File: src/rtl/mem_burst_reader.sv
// mem_burst_reader: walks a 1-bit wide memory and packs consecutive bits,
// LSB first, into WORD_WIDTH-bit words. The words are handed to a consumer
// over a valid/ready handshake, and done pulses once at the end of a burst.
module mem_burst_reader #(
  parameter int ADDR_WIDTH = 8,
  parameter int WORD_WIDTH = 8
) (
  input  logic                  clk,
  input  logic                  rst,
  input  logic                  start,
  input  logic [ADDR_WIDTH-1:0] base_addr,
  input  logic [ADDR_WIDTH-1:0] num_words,
  output logic [ADDR_WIDTH-1:0] mem_addr,
  output logic                  mem_we,
  output logic                  mem_din,
  input  logic                  mem_dout,
  output logic [WORD_WIDTH-1:0] word_data,
  output logic                  word_valid,
  input  logic                  word_ready,
  output logic                  busy,
  output logic                  done
);

  typedef enum logic [1:0] {
    IDLE   = 2'd0,
    FETCH  = 2'd1,
    HOLD   = 2'd2,
    FINISH = 2'd3
  } state_t;

  // The bit counter needs at least one bit, even for single-bit words.
  localparam int CNT_W = (WORD_WIDTH > 1) ? $clog2(WORD_WIDTH) : 1;
  localparam logic [CNT_W-1:0] LAST_BIT = CNT_W'(WORD_WIDTH - 1);

  state_t                state;
  state_t                next_state;
  logic [CNT_W-1:0]      bit_cnt;
  logic [ADDR_WIDTH-1:0] remaining;
  logic [WORD_WIDTH-1:0] shift_reg;
  logic                  load;
  logic                  accept;
  logic                  last_bit;
  logic                  last_word;

  // State register; reset drops straight back to IDLE, aborting any burst.
  always_ff @(posedge clk or posedge rst) begin
    if (rst) begin
      state <= IDLE;
    end else begin
      state <= next_state;
    end
  end

  // Next-state logic plus the load/accept strobes that steer the datapath.
  always_comb begin
    next_state = state;
    load       = 1'b0;
    accept     = 1'b0;
    last_bit   = (bit_cnt == LAST_BIT);
    last_word  = (remaining == ADDR_WIDTH'(1));
    case (state)
      IDLE: begin
        if (start) begin
          if (num_words != '0) begin
            load       = 1'b1;
            next_state = FETCH;
          end else begin
            next_state = FINISH;
          end
        end
      end
      FETCH: begin
        if (last_bit) begin
          next_state = HOLD;
        end
      end
      HOLD: begin
        if (word_ready) begin
          accept     = 1'b1;
          next_state = last_word ? FINISH : FETCH;
        end
      end
      FINISH: begin
        next_state = IDLE;
      end
      default: begin
        next_state = IDLE;
      end
    endcase
  end

  // Datapath: the address and bit counter advance only while fetching. Each
  // new bit enters at the top and moves down, so after WORD_WIDTH shifts the
  // first bit fetched sits in bit 0.
  always_ff @(posedge clk or posedge rst) begin
    if (rst) begin
      mem_addr  <= '0;
      shift_reg <= '0;
      remaining <= '0;
      bit_cnt   <= '0;
    end else begin
      if (load) begin
        mem_addr  <= base_addr;
        remaining <= num_words;
      end
      if (state == FETCH) begin
        shift_reg <= (shift_reg >> 1) | (WORD_WIDTH'(mem_dout) << (WORD_WIDTH - 1));
        mem_addr  <= mem_addr + ADDR_WIDTH'(1);
        bit_cnt   <= last_bit ? '0 : bit_cnt + CNT_W'(1);
      end
      if (accept) begin
        remaining <= remaining - ADDR_WIDTH'(1);
      end
    end
  end

  assign word_data  = shift_reg;
  assign word_valid = (state == HOLD);
  assign busy       = (state != IDLE);
  assign done       = (state == FINISH);
  assign mem_we     = 1'b0;
  assign mem_din    = 1'b0;

endmodule
File: config.mk
export PLATFORM = sky130hd
export DESIGN_NAME = mem_burst_reader
export DESIGN_NICKNAME = d
export VERILOG_FILES = /design/src/rtl/mem_burst_reader.sv
export SDC_FILE = /design/constraint.sdc
export NUM_CORES = 1
export LEC_CHECK = 0
export ABC_CLOCK_PERIOD_IN_PS = 4800
export CAP_MARGIN = 20
export CELL_PAD_IN_SITES_DETAIL_PLACEMENT = 1
export CELL_PAD_IN_SITES_GLOBAL_PLACEMENT = 1
export CORE_ASPECT_RATIO = 1.4
export CORE_MARGIN = 2
export CORE_UTILIZATION = 30
export CTS_BUF_LIST = sky130_fd_sc_hd__clkbuf_4
export DETAILED_ROUTE_END_ITERATION = 7
export PLACE_DENSITY = 0.65
export SLEW_MARGIN = 0
export SYNTH_ARGS = -nofsm -noshare
export SYNTH_HDL_FRONTEND = slang
export SYNTH_SLANG_ARGS = --single-unit
File: constraint.sdc
create_clock -name clk -period 4.8 [get_ports clk]
set_clock_uncertainty 0.05 [all_clocks]
set_input_delay 0.96 -clock clk [delete_from_list [all_inputs] [get_ports clk]]
set_output_delay 0.96 -clock clk [all_outputs]
set_load 0.1 [all_outputs]
# Word level (Yosys, flattened, before mapping)
# Index checks and enable logic that the tools add are counted.
# Widths: inputs -> output; s select.
[totals]
register_bits = 29
input_bits = 21
[op_classes]
add_sub_neg = 3
eq_ne = 8
mux = 16
bitwise_logic = 1
reduce_logical = 6
[ops]
columns = ["op", "count"]
rows = [
  ["$mux 8", 4],
  ["$mux 2", 5],
  ["$add 8x1->8 const B", 1],
  ["$eq 8x1->1 const B", 1],
  ["$or 7x8->8", 1],
  ["$pmux 2 s4", 1],
  ["$reduce_bool 8->1", 1],
  ["$sub 8x1->8 const B", 1],
  ["$reduce_bool 2->1", 3],
  ["$mux 1", 5],
  ["$eq 2x2->1 const B", 2],
  ["$ne 2x2->1 const B", 2],
  ["$add 3x1->3 const B", 1],
  ["$eq 3x3->1 const B", 1],
  ["$mux 3", 1],
  ["$reduce_and 3->1", 1],
  ["$eq 2x1->1 const B", 1],
  ["$logic_not 2->1", 1],
  ["$ne 2x1->1 const B", 1],
]

# Depth between registers and ports, before layout
[logic_depth]
word_depth = 6
depth_mapped = 6

# Least setup slack after synthesis
# No wires, ideal clock.
[synth_path]
kind = "reg-to-output"
startpoint = "register state[0]"
endpoint = "output word_valid"
arrival_ns = 1.862
required_ns = 3.790
setup_slack_ns = 1.928
stages_incl_launch_ff = 3
path_buffers = 1
path_cell_list = "dfrtp_1 buf_6 nor2b_1"
[synth_between]
elab_chain_cells = 1
[synth_lines]
columns = ["element", "line", "source"]
rows = [
  ["start, declared", "35", "state_t state;"],
  ["start signal, assigned", "50", "state <= next_state;"],
  ["$eq 2x2->1", "118", "assign word_valid = (state == HOLD);"],
  ["end, declared", "18", "output logic word_valid,"],
]
# Every way passes these cells.

# Worst setup path in the final report
[layout_path]
startpoint = "register state[1]"
endpoint = "output word_valid"
# The elaborated chain is that of the path after synthesis.

==> flow_summary.ini <==
[global_route]
grt_pass1_vias = 1514
grt_max_degree = 30
antenna_found_initial = 0
grt-ovfl-total = 0
track_usage_pct = 15.74
grt_pass1_wl_um = 7293

[clocking]
path_clk_slew_ns = 0.10
tritoncts = yes
cts.repair.resized = 0
htreeDepth = 2
numCtsBuffers = 5
post_cts_buffers = 0
cts.sinks = 29
cts_root_buf = clkbuf_4
hold_buffers = 0
clock_latency_ns = 0.33
clock_path_buffers = 2

[place]
place_area_um2 = 2018
routabilityCongestion = 0.8565
pre_cts_ws_ns = 1.605
dp_cells = 276
port-buffer-count = 39
dpl.hpwl_um = 3231

[routing]
wl_um = 4376
vias_per_cell = 5.099
dr.pass1.iters = 4
drt-wirelength-per-cell_um = 15.41
vias = 1448
ant_nets = 0
drt_iter0_drc = 41
drc = 0

[setup_path]
setup.worst_path.start = state[1]
critPathLaunchType = flop
critical_path_class = flop to output port
critPathRequiredTime_ns = 3.79
crit_fanout = 10
cp-end-kind = output port
crit_arrival_ns = 2.24
reg2reg_depth = 4
timing.rr.end = remaining[5]
ff2ff_setup_slack_ns = 2.85
crit_path_end = word_valid
r2r_start = state[0]

[synthesis]
ys_async_sr_fraction_pct = 100.0
synth_area_um2 = 1598
synth_edf_count = 0
synth_seq_area_share_pct = 45.42
ys.flop_type = dfrtp_1
netlist.top_cell.by_area = dfrtp_1
synth_seq_cells = 29
ys_top_cells_by_count = 44 x nand2_1, 29 x dfrtp_1, 10 x nor2_1
synth_warnings = 0
synth_cell_type_count = 42
synthCells = 178
synth_top_area_share_pct = 45.42
avgSynthCellArea_um2 = 8.976
synthTopCellsByArea = dfrtp_1 45%, nand2_1 10%, ha_1 3.9%
post-synth-top-count-cell = nand2_1

[sta]
finalHoldViolCount = 0
finalMaxSlewViolations = 0
rsz0062_at_grt = false
tightest_slew_ns = 0.9815
final.min_clock_period_ns = 3.248
setup_viol = 0
finalSetupTns_ns = 0
fin_ws_ns = 1.552
relSlewSlack_pct = 34.36
period_share_pct = 67.66
fmax_mhz = 307.9

[cells_and_area]
stdcell_count = 284
area_growth_pct = 32.73
drive_above_1_share_pct = 10.55
antenna_cells = 0
stdcell_area_um2 = 2121
fin_nets = 243

[run_status]
status = finished, final reports clean

[worst_hold_path]
hold_depth = 2
hp-start = word_data[0]
hold_path.class = flop to flop

[floorplanning]
die_area_um2 = 5934
initial_core_util_pct = 30.97
die_w_um = 65.68
io_pins = 42
core_um2 = 5159
rows = 31
fp.dieH_um = 90.35

[flow_run]
cap_violations = 0
==> per-layer routing <==
layer / global-route usage (%) / vias to the layer above / wire length, um
li1: - / 696 / -
met1: 18.22 / 707 / 1777
met2: 27.36 / 40 / 2357
met3: 4.239 / 5 / 187
met4: 5.208 / 0 / 54
met5: 0 / - / 0
==> stage by stage <==
| stage | hold slack, ns | util (%) |
|---|---|---|
| final | 0.4336 | 41.11 |
| after global routing | 0.4751 | 41.11 |
| after CTS | 0.4459 | 41.11 |
| after detailed placement | 0.4219 | 39.12 |
| after global placement | 0.4033 | 39.12 |
| after floorplan | 0.3928 | - |
==> registers in the layout, summed over array words and instances, names as in the netlist <==
name / flops
remaining: 8
bit_cnt: 3
state: 2
mem_addr: 8
word_data: 8
==> cell usage in the layout, fill, tap and decap left out, drive strengths merged, types with 4 or more instances in the layout <==
cell type	instances
nand2	44
clkdlybuf4s50	39
dfrtp	29
nor2	10
a21oi	10
o21ai	9
nand3	8
nor3	6
inv	6
ha	5
clkbuf	5
o211ai	4
==> worst min-delay path by stage <==
| stage | endpoint |
|---|---|
| 2_1_floorplan | bit_cnt[1] |
| 3_3_place_gp | bit_cnt[1] |
| 3_5_place_dp | word_data[0] |
| 4_1_cts | bit_cnt[1] |
| 5_1_grt | bit_cnt[1] |
| 6_report | word_data[0] |
==> layout make-up <==
type | instances | area (um^2)
Tap cell | 66 | 82.58
Sequential cell | 29 | 725.7
Clock buffer | 5 | 37.54
Clock inverter | 3 | 65.06
Fill cell | 609 | 3038
Timing Repair Buffer | 41 | 405.4
Multi-Input combinational cell | 134 | 782.0
Inverter | 6 | 22.52
==> kinds of logic after synthesis <==
kind of cell,synth area share [%]
other cells,0.2347
buf+inv,5.873
flops,45.42
fa+ha+maj,3.915
mux,0.6265
compound gates,17.54
simple gates,26.39
==> worst max-delay path, stage by stage (launching register included) <==
cell             delay, ns
dfrtp_1               0.54
nor2b_1               0.21
clkdlybuf4s50_1       1.16
Power is not shown: default switching activity piles up to over one toggle a cycle in this logic, so the estimate is an artifact.
